<file path="src/rtl/muldiv_seq.sv">
// Multicycle MULT/DIV sequencer: iterative shift-add multiplier and restoring
// divider on signed operands, owning the HI/LO result registers.
module muldiv_seq #(
    parameter int WIDTH = 32
) (
    input  logic             clk,
    input  logic             reset,
    input  logic             start,
    input  logic             op,
    input  logic [WIDTH-1:0] A,
    input  logic [WIDTH-1:0] B,
    output logic             busy,
    output logic             done,
    output logic             div_zero,
    output logic [WIDTH-1:0] HI,
    output logic [WIDTH-1:0] LO
);

    typedef enum logic [2:0] {
        S_IDLE, S_PREP, S_MULT_LOOP, S_DIV_LOOP, S_FIX_SIGN, S_DONE
    } state_t;

    localparam int              CW   = $clog2(WIDTH);
    localparam logic [CW-1:0]   LAST = CW'(WIDTH - 1);

    state_t               state_q, state_d;
    logic                 op_q;
    logic [WIDTH-1:0]     a_q, b_q;
    logic [WIDTH-1:0]     opnd_q;       // multiplicand (MULT) or divisor (DIV)
    logic [2*WIDTH-1:0]   prod_q;       // MULT: product; DIV: {rem, quot}
    logic [CW-1:0]        cnt_q;
    logic                 neg_quot_q, neg_rem_q, dz_q;
    logic [WIDTH-1:0]     hi_q, lo_q;

    // Operand magnitudes; -2^(W-1) maps onto itself, read back as unsigned.
    logic [WIDTH-1:0]     mag_a, mag_b;
    assign mag_a = a_q[WIDTH-1] ? -a_q : a_q;
    assign mag_b = b_q[WIDTH-1] ? -b_q : b_q;

    // One shift-add step: add multiplicand into the upper half, keep carry, shift right.
    logic [WIDTH:0]       mult_sum;
    logic [2*WIDTH-1:0]   mult_next;
    assign mult_sum  = {1'b0, prod_q[2*WIDTH-1:WIDTH]} + {1'b0, opnd_q};
    assign mult_next = prod_q[0] ? {mult_sum, prod_q[WIDTH-1:1]}
                                 : {1'b0, prod_q[2*WIDTH-1:1]};

    // One restoring step: shift {rem, quot} left, trial-subtract; the msb of the
    // W+1 bit difference is the borrow because rem_sh < 2 * divisor.
    logic [WIDTH:0]       rem_sh, trial;
    logic [2*WIDTH-1:0]   div_next;
    assign rem_sh   = {prod_q[2*WIDTH-1:WIDTH], prod_q[WIDTH-1]};
    assign trial    = rem_sh - {1'b0, opnd_q};
    assign div_next = trial[WIDTH] ? {rem_sh[WIDTH-1:0], prod_q[WIDTH-2:0], 1'b0}
                                   : {trial[WIDTH-1:0],  prod_q[WIDTH-2:0], 1'b1};

    // Sign-corrected results written into HI/LO on the way into DONE.
    logic [2*WIDTH-1:0]   prod_fix;
    logic [WIDTH-1:0]     quot_fix, rem_fix;
    assign prod_fix = neg_quot_q ? -prod_q : prod_q;
    assign quot_fix = neg_quot_q ? -prod_q[WIDTH-1:0] : prod_q[WIDTH-1:0];
    assign rem_fix  = neg_rem_q  ? -prod_q[2*WIDTH-1:WIDTH] : prod_q[2*WIDTH-1:WIDTH];

    // State register.
    always_ff @(posedge clk) begin
        // NOTE: registers are written with <= so every flop samples pre-edge values.
        if (!reset) state_q <= S_IDLE;
        else        state_q <= state_d;
    end

    // Next-state logic. PREP spends two cycles: the first registers the
    // magnitudes, the second tests the registered divisor for zero.
    always_comb begin
        // NOTE: default assignment first so no path leaves state_d unassigned (no latch).
        state_d = state_q;
        case (state_q)
            S_IDLE:      if (start) state_d = S_PREP;
            S_PREP: begin
                if (cnt_q != '0) begin
                    if (op_q && opnd_q == '0) state_d = S_DONE;
                    else if (op_q)            state_d = S_DIV_LOOP;
                    else                      state_d = S_MULT_LOOP;
                end
            end
            S_MULT_LOOP,
            S_DIV_LOOP:  if (cnt_q == LAST) state_d = S_FIX_SIGN;
            S_FIX_SIGN:  state_d = S_DONE;
            S_DONE:      state_d = S_IDLE;
            default:     state_d = S_IDLE;
        endcase
    end

    // Status and result outputs decoded from state and held registers.
    always_comb begin
        busy     = (state_q != S_IDLE);
        done     = (state_q == S_DONE);
        div_zero = (state_q == S_DONE) && dz_q;
        HI       = hi_q;
        LO       = lo_q;
    end

    // Datapath: operand capture, iteration, sign fix-up and HI/LO update.
    always_ff @(posedge clk) begin
        if (!reset) begin
            op_q       <= 1'b0;
            a_q        <= '0;
            b_q        <= '0;
            opnd_q     <= '0;
            prod_q     <= '0;
            cnt_q      <= '0;
            neg_quot_q <= 1'b0;
            neg_rem_q  <= 1'b0;
            dz_q       <= 1'b0;
            hi_q       <= '0;
            lo_q       <= '0;
        end else begin
            case (state_q)
                S_IDLE: begin
                    if (start) begin
                        op_q  <= op;
                        a_q   <= A;
                        b_q   <= B;
                        cnt_q <= '0;
                        dz_q  <= 1'b0;
                    end
                end
                S_PREP: begin
                    if (cnt_q == '0) begin
                        neg_quot_q <= a_q[WIDTH-1] ^ b_q[WIDTH-1];
                        neg_rem_q  <= a_q[WIDTH-1];
                        opnd_q     <= op_q ? mag_b : mag_a;
                        prod_q     <= {{WIDTH{1'b0}}, (op_q ? mag_a : mag_b)};
                        cnt_q      <= CW'(1);
                    end else begin
                        dz_q  <= op_q && (opnd_q == '0);
                        cnt_q <= '0;
                    end
                end
                S_MULT_LOOP: begin
                    prod_q <= mult_next;
                    cnt_q  <= (cnt_q == LAST) ? '0 : cnt_q + 1'b1;
                end
                S_DIV_LOOP: begin
                    prod_q <= div_next;
                    cnt_q  <= (cnt_q == LAST) ? '0 : cnt_q + 1'b1;
                end
                S_FIX_SIGN: begin
                    if (op_q) begin
                        hi_q <= rem_fix;
                        lo_q <= quot_fix;
                    end else begin
                        hi_q <= prod_fix[2*WIDTH-1:WIDTH];
                        lo_q <= prod_fix[WIDTH-1:0];
                    end
                end
                default: ;
            endcase
        end
    end

endmodule

</file>
<file path="config.mk">
export PLATFORM = sky130hd
export DESIGN_NAME = muldiv_seq
export DESIGN_NICKNAME = d
export VERILOG_FILES = /design/src/rtl/muldiv_seq.sv
export SDC_FILE = /design/constraint.sdc
export NUM_CORES = 1
export LEC_CHECK = 0
export ABC_CLOCK_PERIOD_IN_PS = 3400
export CAP_MARGIN = 40
export CORE_ASPECT_RATIO = 0.9
export CORE_UTILIZATION = 54
export DETAILED_ROUTE_END_ITERATION = 7
export PLACE_DENSITY = 0.79
export SETUP_SLACK_MARGIN = 0.3
export SLEW_MARGIN = 5
export SYNTH_ARGS = -nofsm -noshare
export SYNTH_HDL_FRONTEND = slang
export SYNTH_SLANG_ARGS = --single-unit
</file>
<file path="constraint.sdc">
create_clock -name clk -period 3.4 [get_ports clk]
set_clock_uncertainty 0.1 [all_clocks]
set_input_delay 0.51 -clock clk [delete_from_list [all_inputs] [get_ports clk]]
set_output_delay 0.51 -clock clk [all_outputs]
set_load 0.005 [all_outputs]
</file>
==> Word level (Yosys, flattened, before mapping) <==
Cells that the tools add are included.
{ "totals": {"ff_bits": 236, "elab_cells": 75, "out_inout_bits": 67, "input_bits": 68} }
{ "classes": {"eq_ne": 11, "n_reduce_logical": 17, "n_mux": 26, "bitwise": 1, "addsub": 8} }
{ "op_table": {"columns": ["operator", "n"], "rows": [
  ["2-to-1 mux 32 bit", 8],
  ["2-to-1 mux 64 bit", 4],
  ["case mux 64 bit (3 select lines)", 1],
  ["negator 32 bit", 4],
  ["negator 64 bit", 1],
  ["adder 32 x 32 -> 33 bit", 1],
  ["subtractor 33 x 32 -> 33 bit", 1],
  ["zero test 32 bit", 1],
  ["case mux 5 bit (3 select lines)", 1],
  ["2-to-1 mux 3 bit", 4],
  ["case mux 3 bit (4 select lines)", 1],
  ["2-to-1 mux 5 bit", 2],
  ["nonzero test 3 bit", 3],
  ["inequality test 2 bit (second input constant)", 4],
  ["AND reduction 2 bit", 4],
  ["equality test 3 x 2 -> 1 bit (second input constant)", 2],
  ["equality test 3 bit (second input constant)", 2],
  ["AND reduction 3 bit", 2],
  ["adder 5 x 1 -> 5 bit (second input constant)", 1],
  ["equality test 5 bit (second input constant)", 1],
  ["zero test 5 bit", 1],
  ["nonzero test 5 bit", 1],
  ["2-to-1 mux 1 bit", 4],
  ["equality test 3 x 1 -> 1 bit (second input constant)", 1],
  ["7 further kinds", 8]
]} }

==> Logic depth before layout (Yosys ltp) <==
Gate-level depths: netlist of the first run.
{ "logic_depth": {"ltp_word": 5, "ltp_mapped": 13, "mapped_depth_nobuf": 12} }

==> Least setup slack after synthesis of the first run <==
Ideal clock, no wire load.
{ "synth_path": {"path_kind": "flip-flop to flip-flop", "from": "register prod_q[32]", "to": "register prod_q[37]", "synth_period_minus_slack_ps": 3746, "slack_ps": -346, "n_path_buf": 2, "path_stages_with_launch": 14, "arrival_ps": 3519, "cell_sequence": "dfxtp_1 > clkbuf_1 > inv_1 > fa_1 > nand2b_1 > a21oi_1 > o21ai_0 > o211ai_1 > a41o_1 > xnor2_1 > clkbuf_1 > mux2_2 > a222oi_1 > nor2_1"} }
{ "synth_via": {"elab_chain_cells": 3} }
{ "synth_rtl": {"columns": ["element", "line", "text"], "rows": [
  ["from (decl)", "30", "logic [2*WIDTH-1:0] prod_q;"],
  ["from (signal assigned)", "131", "prod_q <= {{WIDTH{1'b0}}, (op_q ? mag_a : mag_b)};"],
  ["from (signal assigned)", "139", "prod_q <= mult_next;"],
  ["from (signal assigned)", "143", "prod_q <= div_next;"],
  ["subtractor 33 x 32 -> 33 bit or adder 32 x 32 -> 33 bit (tied branches)", "52, 43", null],
  ["2-to-1 mux 64 bit (on tied branches)", "53, 44", null],
  ["case mux 64 bit (3 select lines) (*)", "116", "case (state_q)"]
]} }
Every way passes the cells marked *; elsewhere a longest branch is shown, timed or not.
A chain may end at the register's enable or synchronous reset.

==> Worst setup path after layout of the first run <==
{ "layout_path": {"from": "register opnd_q[30]", "to": "register prod_q[35]"} }
{ "layout_via": {"elab_chain_cells": 3} }
{ "layout_rtl": {"columns": ["element", "line", "text"], "rows": [
  ["from (decl)", "29", "logic [WIDTH-1:0] opnd_q;"],
  ["from (signal assigned)", "130", "opnd_q <= op_q ? mag_b : mag_a;"],
  ["subtractor 33 x 32 -> 33 bit", "52", "assign trial = rem_sh - {1'b0, opnd_q};"],
  ["2-to-1 mux 64 bit", "53", "assign div_next = trial[WIDTH] ? {rem_sh[WIDTH-1:0], prod_q[WIDTH-2:0], 1'b0}"],
  ["case mux 64 bit (3 select lines)", "116", null]
]} }
Every way passes these cells.

==> results of run 1 <==
sequential cells by signal (all words and copies together) (netlist names):
signal and cells:
dz_q 1, state_q 3, op_q 1, neg_rem_q 1, HI 32, LO 32, opnd_q 32, prod_q 64
b_q 32, a_q 32, cnt_q 5, neg_quot_q 1
synth_stat cells (6+ instances only):
master	instances
mux2i_1	55
a221oi_1	9
xnor2_1	82
nand3_1	34
nand2b_1	26
a31oi_1	22
nand2_1	361
buf_1	17
nor2b_1	12
o211ai_1	30
o21bai_1	6
a22oi_1	9
nor4_1	25
a21o_1	33
mux2_2	22
or2_2	12
or3_1	20
xor2_1	80
o31ai_1	31
nor2_1	191
dfxtp_1	236
o21ai_0	140
a21oi_1	230
a222oi_1	18
o22ai_1	13
and3_1	10
clkbuf_1	153
inv_1	57
or4_1	19
o41ai_1	19
nand4_1	14
a211oi_1	73
nor3_1	45
o21a_1	14
and2_1	9
ha_1	71
path summary, 6_finish.rpt:
path	end	from
max reg2reg	prod_q[35]	opnd_q[30]
max	prod_q[35]	opnd_q[30]
min reg2reg	HI[30]	HI[30]
min	HI[30]	HI[30]
metal layers:
metal	routed length [µm]	up-vias	track usage
met5	0	-	0
met4	2070	0	0.132
met2	25700	944	0.548
li1	-	8506	-
met1	25400	8475	0.494
met3	5990	167	0.0711
cells by family after synthesis:
family | Yosys count | share of synthesized area
multiplexers | 77 | 0.0474
adder cells (fa/ha/maj) | 73 | 0.0552
flip-flops | 236 | 0.281
XOR/XNOR | 162 | 0.0843
AO/OA/AOI/OAI | 694 | 0.261
AND/OR/NAND/NOR | 807 | 0.218
buffers and inverters | 233 | 0.0526
worst register-to-register path, delay by kind of cell (launching register included):
kind | cells | cell delay [ns]
compound gates | 5 | 1.17
buf+inv | 4 | 0.55
mux | 1 | 0.30
xor+xnor | 1 | 0.23
simple gates | 1 | 0.07
flops | 1 | 0.39
fa+ha+maj | 1 | 0.37
through the flow:
stage	total power [µW]	std cells	setup WS [ns]	util	hold slack (ns)
final	21000	2866	0.109	0.698	0.351
after global routing	22000	2866	0.00127	0.698	0.379
after CTS	19900	2857	0.185	0.682	0.355
after detailed placement	15400	2794	-0.0595	0.638	0.346
after global placement	15200	2792	-0.0514	0.637	0.342
after floorplan	11700	2282	0.119	-	0.334
power by group through the flow:
stage	clock network, µW	logic [µW]	registers (µW)
after global placement	0	11300	3950
after global routing	3240	14700	4070
after detailed placement	0	11500	3970
final	3120	13800	4010
after CTS	3140	12800	3940
after floorplan	0	7980	3700
layout make-up:
type / instances / area (µm²)
clock buffers: 35 / 757
clock inverters: 15 / 198
fillers: 2521 / 9140
inverters: 59 / 229
multi-input cells: 1813 / 11900
flip-flops and latches: 236 / 4770
well taps: 403 / 504
repair buffers: 305 / 2750
repair_timing:
action / in CTS / in global routing
gates cloned: 1 / 0
buffers inserted: 12 / 9
endpoints found under the setup margin: 48 / 67
endpoints found under the hold margin: 0 / 0
pin swaps: 29 / 37
gates resized for setup: 65 / 100
==> flow_summary.yaml, run 1 <==
synthesis:
  yosysUniqueCellTypes: 78
  synthArstFlopShare: 0
  synth.largest_area_cell: "dfxtp_1"
  synth_fp_nets: 2423
  synth.avg_cell_area_um2: 7.37
  synth_area_leaders: "dfxtp_1, nand2_1, a21oi_1"
  synth_top_area_share: 0.281
  ys_seq_elements: 236
  synth_warnings: 0
  synthCells: 2282
  synth-seq-area-share: 0.281
  synth-edff-count: 0
  ys.flop_type: "dfxtp_1"
  netlist_area_um2: 16800
detailed_routing:
  drc: 0
  drtAntennaViolNets: 0
  wire_per_inst_um: 20.6
  via_per_inst: 6.31
  drt_iter0_drc: 1785
  drtPass1Iterations: 6
  via_count: 18100
  wirelength_mm: 59.2
die:
  dieArea_um2: 31900
  die_x_um: 188
  initial_core_util: 0.556
  ios: 135
  row_count: 60
  die_h_um: 169
  core-area_um2: 30300
sta:
  final_max_slew_viol_count: 0
  finalCritPeriodShare: 0.968
  rsz0062_at_grt: "yes"
  min_period_ns: 3.29
  tns_ns: 0
  max_slew_margin: 0.359
  tightest_slew_ns: 0.961
  finalSetupViolations: 0
  max_freq_mhz: 304
  hold_viol: 0
clock_network:
  clkSlewWorstSetupHoldPaths_ns: 0.06
  cts_tree: "yes"
  cts_max_level: 1
  clk_latency_ns: 0.55
  cts-root-buf: "clkbuf_16"
  cts_buffers: 27
  ctsHoldBuffers: 0
  cts_sinks: 236
  clk_path_buf_depth: 3
worst_hold_path:
  whs_path_depth: 2
  hold_class: "flop to flop"
setup_path:
  critPathTopFamily: "compound AO/OA/AOI/OAI gates"
  crit_path_start_kind: "flop"
  cp.arrival_ns: 3.62
  crit_type: "flop to flop"
  cpPeakStageDelay_ns: 0.39
  crit_path_top_delay_cell: "dfxtp_2"
  crit_chain: "inv_1 > ha_1 > inv_1 > o21ai_0 > a211oi_2 > a21boi_1 > a41o_4 > xnor2_4 > buf_12 > buf_16 > mux2_4 > a222oi_1 > nor2_1"
  r2r_cells: 13
  cp_data_required_time_ns: 3.73
  crit_fanout: 7
  path_depth: 13
  worst_path_most_repeated_cell: "inv_1"
  crit_path_end_kind: "flop"
  critPathBufInv: 4
  rrSetupSlack_ns: 0.11
global_routing:
  grt_max_degree: 88
  antenna_found_initial: 1
  overflow: 0
  grt_pass1_wl_mm: 91.1
  grt_usage: 0.357
  grt_pass1_vias: 16500
power_and_ir_drop:
  p_switching_uw: 9700
  pwr-share-comb: 0.660
  p_clk_frac: 0.149
  seqPwrFrac: 0.191
  powerDensity_nw_per_um2: 993
  power.internal_uw: 11300
  ir_drop_v: 0.000852
  swShare: 0.463
  p_leak_uw: 0.00826
final_layout:
  nNetsFinal: 2583
  fin_area_um2: 21100
  final_cell_mix: "nand2_1, dfxtp_1, a21oi_1, nor2_1, buf_4"
  layout_commonest_cell: "nand2_1"
  diodes: 0
  drive_gt1_frac: 0.164
  area_growth_syn_to_layout_pct: 25.5
run_status:
  status: "complete, no violations"
placement:
  port_buffers: 134
  dp_hpwl_mm: 44.3
  place_congestion: 0.993
  dpl_cell_area_um2: 19300
flow_run:
  max_cap_violations: 0
No activity file was read; power rests on OpenSTA's default activity.
==> run 2, diff against run 1 <==
--- a/config.mk
+++ b/config.mk
@@ -7,8 +7,9 @@
 export LEC_CHECK = 0
 export ABC_CLOCK_PERIOD_IN_PS = 3400
 export CAP_MARGIN = 40
-export CORE_ASPECT_RATIO = 0.9
+export CORE_ASPECT_RATIO = 1.2
 export CORE_UTILIZATION = 54
+export CTS_CLUSTER_DIAMETER = 120
 export DETAILED_ROUTE_END_ITERATION = 7
 export PLACE_DENSITY = 0.79
 export SETUP_SLACK_MARGIN = 0.3
==> flow_summary.yaml, run 2 (synthesis results as in run 1) <==
clock_network:
  cts-root-buf: "clkbuf_16"
  clkSlewWorstSetupHoldPaths_ns: 0.07
  cts_max_level: 1
  cts_sinks: 236
  clk_path_buf_depth: 3
  cts_buffers: 26
  clk_latency_ns: 0.55
  cts_tree: "yes"
sta:
  tightest_slew_ns: 0.880
  holdWs_ns: 0.357
  min_period_ns: 3.35
  max_freq_mhz: 299
  rsz0062_at_grt: "yes"
  finalCritPeriodShare: 0.985
  hold_viol: 0
  max_slew_margin: 0.414
  finalSetupViolations: 0
  final_max_slew_viol_count: 0
placement:
  place_congestion: 1.04
  port_buffers: 134
  dp_hpwl_mm: 44.0
  dpl_cell_area_um2: 19200
die:
  initial_core_util: 0.551
  dieArea_um2: 31900
  ios: 135
  core-area_um2: 30600
  die_h_um: 195
  row_count: 70
  die_x_um: 163
global_routing:
  grt_usage: 0.374
  grt_max_degree: 66
  overflow: 0
  grt_pass1_vias: 17300
  grt_pass1_wl_mm: 94.4
  antenna_found_initial: 1
detailed_routing:
  dr_wl_met2_mm: 28.9
  wire_per_inst_um: 21.5
  via_count: 18400
  drtPass1Iterations: 6
  drt_iter0_drc: 1986
  dr.max_layer_used: "met5"
  wl_met1_mm: 23.4
  via_per_inst: 6.39
  drc: 0
  wl_met3_mm: 5.02
  drtAntennaViolNets: 0
  wirelength_mm: 62.0
final_layout:
  regMostFlops: "prod_q"
  fin_area_um2: 21600
  final_cell_mix: "nand2_1, dfxtp_1, a21oi_1, nor2_1, buf_4"
  final_util: 0.707
  diodes: 0
  largest_reg_flops: 64
  layout_commonest_cell: "nand2_1"
  drive_gt1_frac: 0.180
  nNetsFinal: 2603
  area_growth_syn_to_layout_pct: 28.5
power_and_ir_drop:
  powerDensity_nw_per_um2: 1030
  total_power_uw: 22200
  ir_drop_v: 0.00160
  p_leak_uw: 0.00848
setup_path:
  crit_fanout: 5
  cp_data_required_time_ns: 3.73
  crit_path_top_delay_cell: "dfxtp_1"
  crit_path_start_kind: "flop"
  crit_type: "flop to flop"
  cpPeakStageDelay_ns: 0.43
  crit_chain: "inv_1 > ha_1 > buf_4 > nand2_1 > nor3b_1 > o21ai_0 > o211ai_1 > buf_4 > a41o_4 > xnor2_4 > buf_6 > buf_16 > mux2_2 > a222oi_1 > nor2_1"
  worst_path_most_repeated_cell: "buf_4"
  cp.arrival_ns: 3.68
  crit_path_end_kind: "flop"
worst_hold_path:
  hold_class: "flop to flop"
run_status:
  status: "complete, no violations"
flow_run:
  max_cap_violations: 0
## run 2: metrics by stage
stage | TNS, ns | setup WS (ns) | instances
2_1_floorplan | 0 | 0.119 | 2282
3_3_place_gp | 0 | 0.0224 | 2772
3_5_place_dp | 0 | 0.0249 | 2775
4_1_cts | 0 | 0.0916 | 2852
5_1_grt | -0.0185 | -0.0185 | 2877
6_report | 0 | 0.0518 | 2877
## run 2: worst paths after layout
| path | endpoint | depth (start not counted) | slack, ns | start |
|---|---|---|---|---|
| max | prod_q[36] | 15 | 0.05 | opnd_q[12] |
| min | HI[10] | 2 | 0.36 | HI[10] |
| max reg2reg | prod_q[36] | 15 | 0.05 | opnd_q[12] |
| min reg2reg | HI[10] | 2 | 0.36 | HI[10] |
## run 2: timing repair
item | CTS | global route
endpoints found under the hold margin | 0 | 0
cloned | 2 | 0
setup buffers | 28 | 25
pin swaps | 40 | 82
hold buffers | 0 | 0
gates resized for setup | 78 | 142
endpoints found under the setup margin | 58 | 88
## run 2: worst max-delay path: cells and delay by family, from the launching register on
family / cells / cell delay [ns]
XOR/XNOR: 1 / 0.28
flip-flops: 1 / 0.43
adder cells (fa/ha/maj): 1 / 0.32
multiplexers: 1 / 0.33
buffers and inverters: 5 / 0.74
AO/OA/AOI/OAI: 4 / 0.84
AND/OR/NAND/NOR: 3 / 0.20
## run 2: power by group
group / switching (µW) / internal, µW
sequential: 746 / 3250
combinational: 8260 / 6780
clock: 1220 / 1950
total: 10200 / 12000
## run 2: area by class of cell
type / count / area (µm²)
multi-input combinational: 1813 / 12200
clock buffer: 35 / 766
fill: 2431 / 8950
timing repair buffer: 326 / 2980
tap: 396 / 495
sequential: 236 / 4760
inverter: 59 / 229
clock inverter: 12 / 194
## run 2: layer usage
| metal | vias up | GRT usage |
|---|---|---|
| met3 | 240 | 0.0546 |
| met1 | 8618 | 0.456 |
| li1 | 8563 | - |
| met2 | 955 | 0.605 |
| met4 | 2 | 0.256 |
| met5 | - | 0 |
